$ cat config.mk
export PLATFORM = sky130hd
export DESIGN_NAME = regfile_multiport
export DESIGN_NICKNAME = d
export VERILOG_FILES = /design/src/rtl/regfile_multiport.sv
export SDC_FILE = /design/constraint.sdc
export NUM_CORES = 1
export LEC_CHECK = 0
export CORE_ASPECT_RATIO = 0.6
export CORE_MARGIN = 4
export CORE_UTILIZATION = 45
export DETAILED_ROUTE_END_ITERATION = 6
export SLEW_MARGIN = 30
export SYNTH_ARGS = -nofsm -noshare
export SYNTH_HDL_FRONTEND = slang
export SYNTH_SLANG_ARGS = --single-unit
$ cat constraint.sdc
create_clock -name clk -period 7.41 [get_ports clk]
set_input_delay 1.1115 -clock clk [delete_from_list [all_inputs] [get_ports clk]]
set_output_delay 1.1115 -clock clk [all_outputs]
set_load 0.01 [all_outputs]
$ cat src/rtl/regfile_multiport.sv
// Multi-read-port register file with a synchronous write port, combinational read ports,
// an optional hard-wired zero entry and a sequential clear engine that runs after reset
// and on request. While the engine runs, busy is high, writes are dropped and reads return 0.
// Optional feature macro: REGFILE_BYPASS_EN forwards the write data to any read port
// that addresses the entry being written in the same cycle.
module regfile_multiport #(
    parameter int unsigned WIDTH    = 32,
    parameter int unsigned DEPTH    = 32,
    parameter int unsigned AW       = $clog2(DEPTH),
    parameter int unsigned NUM_RD   = 2,
    parameter bit          ZERO_REG = 1'b1
) (
    input  logic                    clk,
    input  logic                    rst,
    input  logic                    clr_req,
    output logic                    busy,
    input  logic                    we,
    input  logic [AW-1:0]           waddr,
    input  logic [WIDTH-1:0]        wdata,
    input  logic [NUM_RD*AW-1:0]    raddr,
    output logic [NUM_RD*WIDTH-1:0] rdata
);

    typedef enum logic [0:0] {StIdle, StClear} state_e;

    state_e          state_q;
    logic            busy_q;
    logic [AW-1:0]   clr_cnt_q;
    logic [WIDTH-1:0] bank [DEPTH];
    logic            wr_en;

    // A write lands only when the clear engine is idle and it does not target the zero entry
    assign wr_en = we && !busy_q && !(ZERO_REG && (waddr == '0));
    assign busy  = busy_q;

    // Clear-engine FSM: reset parks it at entry 0 in CLEAR, so the bank is swept after release
    always_ff @(posedge clk or negedge rst) begin
        if (!rst) begin
            state_q   <= StClear;
            busy_q    <= 1'b1;
            clr_cnt_q <= '0;
        end else begin
            case (state_q)
                StIdle: begin
                    if (clr_req) begin
                        state_q   <= StClear;
                        busy_q    <= 1'b1;
                        clr_cnt_q <= '0;
                    end
                end
                StClear: begin
                    // clr_req is ignored here: the sweep neither restarts nor extends
                    if (clr_cnt_q == AW'(DEPTH - 1)) begin
                        state_q   <= StIdle;
                        busy_q    <= 1'b0;
                        clr_cnt_q <= '0;
                    end else begin
                        clr_cnt_q <= clr_cnt_q + AW'(1);
                    end
                end
                default: begin
                    state_q <= StIdle;
                    busy_q  <= 1'b0;
                end
            endcase
        end
    end

    // Storage array: the clear sweep owns the write port while busy, otherwise the user write
    always_ff @(posedge clk) begin
        if (busy_q) begin
            bank[clr_cnt_q] <= '0;
        end else if (wr_en) begin
            bank[waddr] <= wdata;
        end
    end

    // Combinational read ports with zero-entry masking and busy masking
    always_comb begin
        logic [AW-1:0]    ra;
        logic [WIDTH-1:0] rd;
        rdata = '0;
        ra    = '0;
        rd    = '0;
        for (int i = 0; i < NUM_RD; i++) begin
            ra = raddr[i*AW +: AW];
            rd = bank[ra];
`ifdef REGFILE_BYPASS_EN
            if (wr_en && (waddr == ra)) begin
                rd = wdata;
            end
`endif
            if (ZERO_REG && (ra == '0)) begin
                rd = '0;
            end
            // Hide entries the sweep has not reached yet
            if (busy_q) begin
                rd = '0;
            end
            rdata[i*WIDTH +: WIDTH] = rd;
        end
    end

endmodule

==> summary.txt <==
CTS
  • Worst-path clk slew: roughly 0.060 ns
  • CTS Hold Buffers Added: 0
  • CTS max path bufs: 3
  • Clock Sinks: 999
  • Num CTS Buffers: 95
  • Depth of the CTS H-tree: 3
  • Clk root buf: clkbuf_16
  • TritonCTS clock tree: built
  • Clock Latency Late Sink: 0.70 ns
  • CTS resizes: 0
  • Postcts setup bufs: 0

Logic synthesis
  • Syn nets: 2920
  • Number of synthesized register bits: 999
  • Synth Area in Simple Gates: 0.0351
  • Main combinational cell family by area after synthesis: multiplexers
  • Synth Area in XOR/XNOR: 0.000376
  • Post-synthesis compound-gate area fraction: 0.0784
  • Post-synth EDFFs: 992
  • Ys async rst share: 0.00701
  • Cells after Synth: 2867
  • Synthesized area: 0.0466 mm²
  • Avg Inst Size Synth: between 15 and 20 µm²
  • Adder and majority cell fraction of the synthesized area: 0.000537
  • Sequential fraction of the synthesis area: 0.643
  • YS warnings: 0
  • Post-synth top flop: edfxtp_1
  • Distinct cell type count after synthesis: 53
  • Post-synthesis mux area share: 0.217

Power and ir drop
  • Reg power frac: 0.492
  • PD cells: 285 mW/mm²
  • Clk pwr share: 0.318
  • NetSw: 4.37 mW
  • Pleak: 18.0 nW
  • Max IR drop VDD: about 0.22 mV
  • Total power: 15.0 mW
  • Comb power frac: 0.190
  • Pint: 10.6 mW
  • Sw frac: 0.291

Timing
  • Period utilisation layout: 0.792
  • Minimum clock period: around 5.9 ns
  • Slew Viols, Final: 0
  • Fmax: 170 MHz
  • Setup-failing EPs final: 0
  • Clk_skew: 0.0210 ns
  • Final hold viol count: 0
  • Worst slew margin: 0.320
  • Setup TNS: 0 ns
  • Worst Tran Pin Value: 1.02 ns
  • RSZ-0062 raised after global routing: no

Job
  • Maxcap violations: 0

GRT
  • Gr ovfl total: 0
  • Largest net degree at the start of global routing: between 100 and 150
  • First-pass GRT wire length: 216 mm
  • Initial antenna violation count: 1
  • Vias in the first global route: 29300
  • Gr usage total: 0.276

Routing
  • Via Count: between 20000 and 30000
  • Final ANT Viol Nets: 0
  • Drt first pass iters: 5
  • Wirelength, routed: 153 mm
  • Detailed router's first-iteration violation count: 3487
  • Post-DR wirelength/cell: about 35 µm
  • Vias per inst: 6.76
  • Drt drc: 0

Final layout
  • Synth-to-Final Area Change: 13.0%
  • Final Cell Area: 0.0527 mm²
  • Share of layout cells above drive strength 1: 0.172
  • Nets: between 2000 and 3000
  • Final Core Density: 0.513
  • Non-filler cells, final: 4407

Placed design
  • GP Congestion: approximately 0.86
  • Port Buffers: 115
  • Placed inst area: between 0.04 and 0.05 mm²
  • Number of placed instances, taps included: approximately 4200
  • Post-DP HPWL: ~90 mm

Status
  • Outcome: complete, no violations

Critical path
  • CP max stage cell: clkdlybuf4s50_1
  • Startpoint Class: input port
  • CP bufs+invs: 3
  • Critical path peak fanout: 22
  • Worst stage delay on the critical path: 1.02 ns
  • R2R cell count: 5
  • RR Endpoint: bank[28][14]
  • CP required: about 6.3 ns
  • Endpoint type of the worst setup path: primary output
  • CP cell instances: clkdlybuf4s50_1, nor2b_4, buf_4, a22oi_1, a22oi_1, nand4_1, clkdlybuf4s50_1
  • Arr. time, crit path: 4.75 ns
  • Critical path's top delay family: buffers and inverters
  • R2R Path Start: busy
  • Kind of critical path: in -> out
  • FF-to-FF setup slack: 3.68 ns

Worst hold path
  • Hold Path Origin: state_q
  • Hold Path End: clr_cnt_q[0]
  • Hold Path Cell Cnt: 1
  • Hold WC Path Type: reg -> reg

Die
  • Die Area: 0.109 mm²
  • Initial core utilization: 0.454
  • Die Y: between 200 and 300 µm
  • Core area: about 0.10 mm²
  • Total I/O pin count: 116
  • DIE WIDTH: about 420 µm
  • Row count: 91
worst max path at each step:
stage,start,endpoint,slack (ns),cells past startpoint
finish,raddr[3],rdata[3],1.54,7
global route,raddr[3],rdata[3],1.46,7
CTS,raddr[3],rdata[20],1.61,7
detailed placement,raddr[3],rdata[20],1.60,7
global placement,raddr[8],rdata[54],1.42,7
floorplan,waddr[4],bank[15][0],2.75,4
synthesized netlist by cell type (7+ instances only):
cell type	n	area share
nand4_1	64	0.0086
nor3_1	11	0.0012
a221oi_1	64	0.012
nor2_1	33	0.0027
clkbuf_1	98	0.0079
o21ai_0	47	0.0050
mux2i_1	568	0.12
mux4_2	194	0.094
inv_1	7	0.00056
o22ai_1	191	0.026
nand2_1	131	0.011
o21ai_1	17	0.0018
and2_1	35	0.0047
a22oi_1	190	0.031
buf_4	23	0.0037
nor2b_1	12	0.0016
buf_2	106	0.011
edfxtp_1	992	0.64
worst reg2reg max path, stage by stage (launching register included):
cell	delay, ns
dfstp_2	0.87
nand2b_1	0.28
a21o_1	0.29
a41oi_1	0.45
nor2_4	0.79
buf_4	0.65
layout make-up:
type,instances,area [µm²]
Inverter,7,26.3
Sequential cell,999,30000
Timing Repair Buffer,213,2100
Fill cell,8346,50000
Tap cell,1395,1750
Clock buffer,123,2570
Antenna cell,1,2.50
Multi-Input combinational cell,1621,15800
Clock inverter,48,390
routing by layer:
| layer | GRT usage | vias up | share of wire |
|---|---|---|---|
| met5 | 0 | - | 0 |
| met4 | 0.102 | 0 | 0.041 |
| met3 | 0.0637 | 292 | 0.10 |
| met2 | 0.415 | 1777 | 0.45 |
| met1 | 0.394 | 15600 | 0.41 |
| li1 | - | 12100 | - |
cell usage in the layout (no fill, tap or decap), types with 5 or more instances in the layout:
master,synthesis,routed
edfxtp_1,992,992
mux2i_1,568,568
mux4_2,194,194
o22ai_1,191,191
a22oi_1,190,190
nand2_1,131,131
clkdlybuf4s50_1,0,111
clkbuf_16,0,99
buf_4,23,82
nand4_1,64,64
a221oi_1,64,64
o21ai_0,47,47
and2_2,0,33
nor2_4,0,26
clkinv_1,0,24
clkbuf_1,98,24
o21ai_1,17,17
clkinv_2,0,11
buf_12,0,9
nor3_2,0,8
nor2b_4,0,7
inv_1,7,7
nor2_1,33,7
nand3_1,6,6
a32oi_1,6,6
bufinv_16,0,6
mux2_2,5,5
nand3b_1,5,5
nor2b_1,12,5
dfrtp_1,5,5
registers in the layout (all words and copies together) (netlist names):
name and count:
bank 992, busy 1, clr_cnt_q 5, state_q 1
power by group through the flow:
| stage | logic [mW] | clock network (mW) | registers [mW] |
|---|---|---|---|
| 2_1_floorplan | 1.49 | 0 | 7.40 |
| 3_3_place_gp | 2.73 | 0 | 7.44 |
| 3_5_place_dp | 2.80 | 0 | 7.50 |
| 4_1_cts | 2.81 | 4.81 | 7.39 |
| 5_1_grt | 2.95 | 5.04 | 7.45 |
| 6_report | 2.85 | 4.76 | 7.39 |
metrics by stage:
stage / hold slack (ns) / worst slack [ns]
2_1_floorplan: 0.579 / 2.75
3_3_place_gp: 0.546 / 1.42
3_5_place_dp: 0.575 / 1.60
4_1_cts: 0.585 / 1.61
5_1_grt: 0.611 / 1.46
6_report: 0.583 / 1.54
cell families (layout without fill, tap and decap cells):
logic type,Yosys count,in the layout
other,0,1
adders and majority gates,2,2
DFF,999,999
AOI/OAI and AO/OA,527,527
xor gates and xnor gates,2,2
buffers and inverters,247,391
muxes,767,767
and+or+nand+nor,323,323
Note: power is estimated with default switching activity, not from simulation.
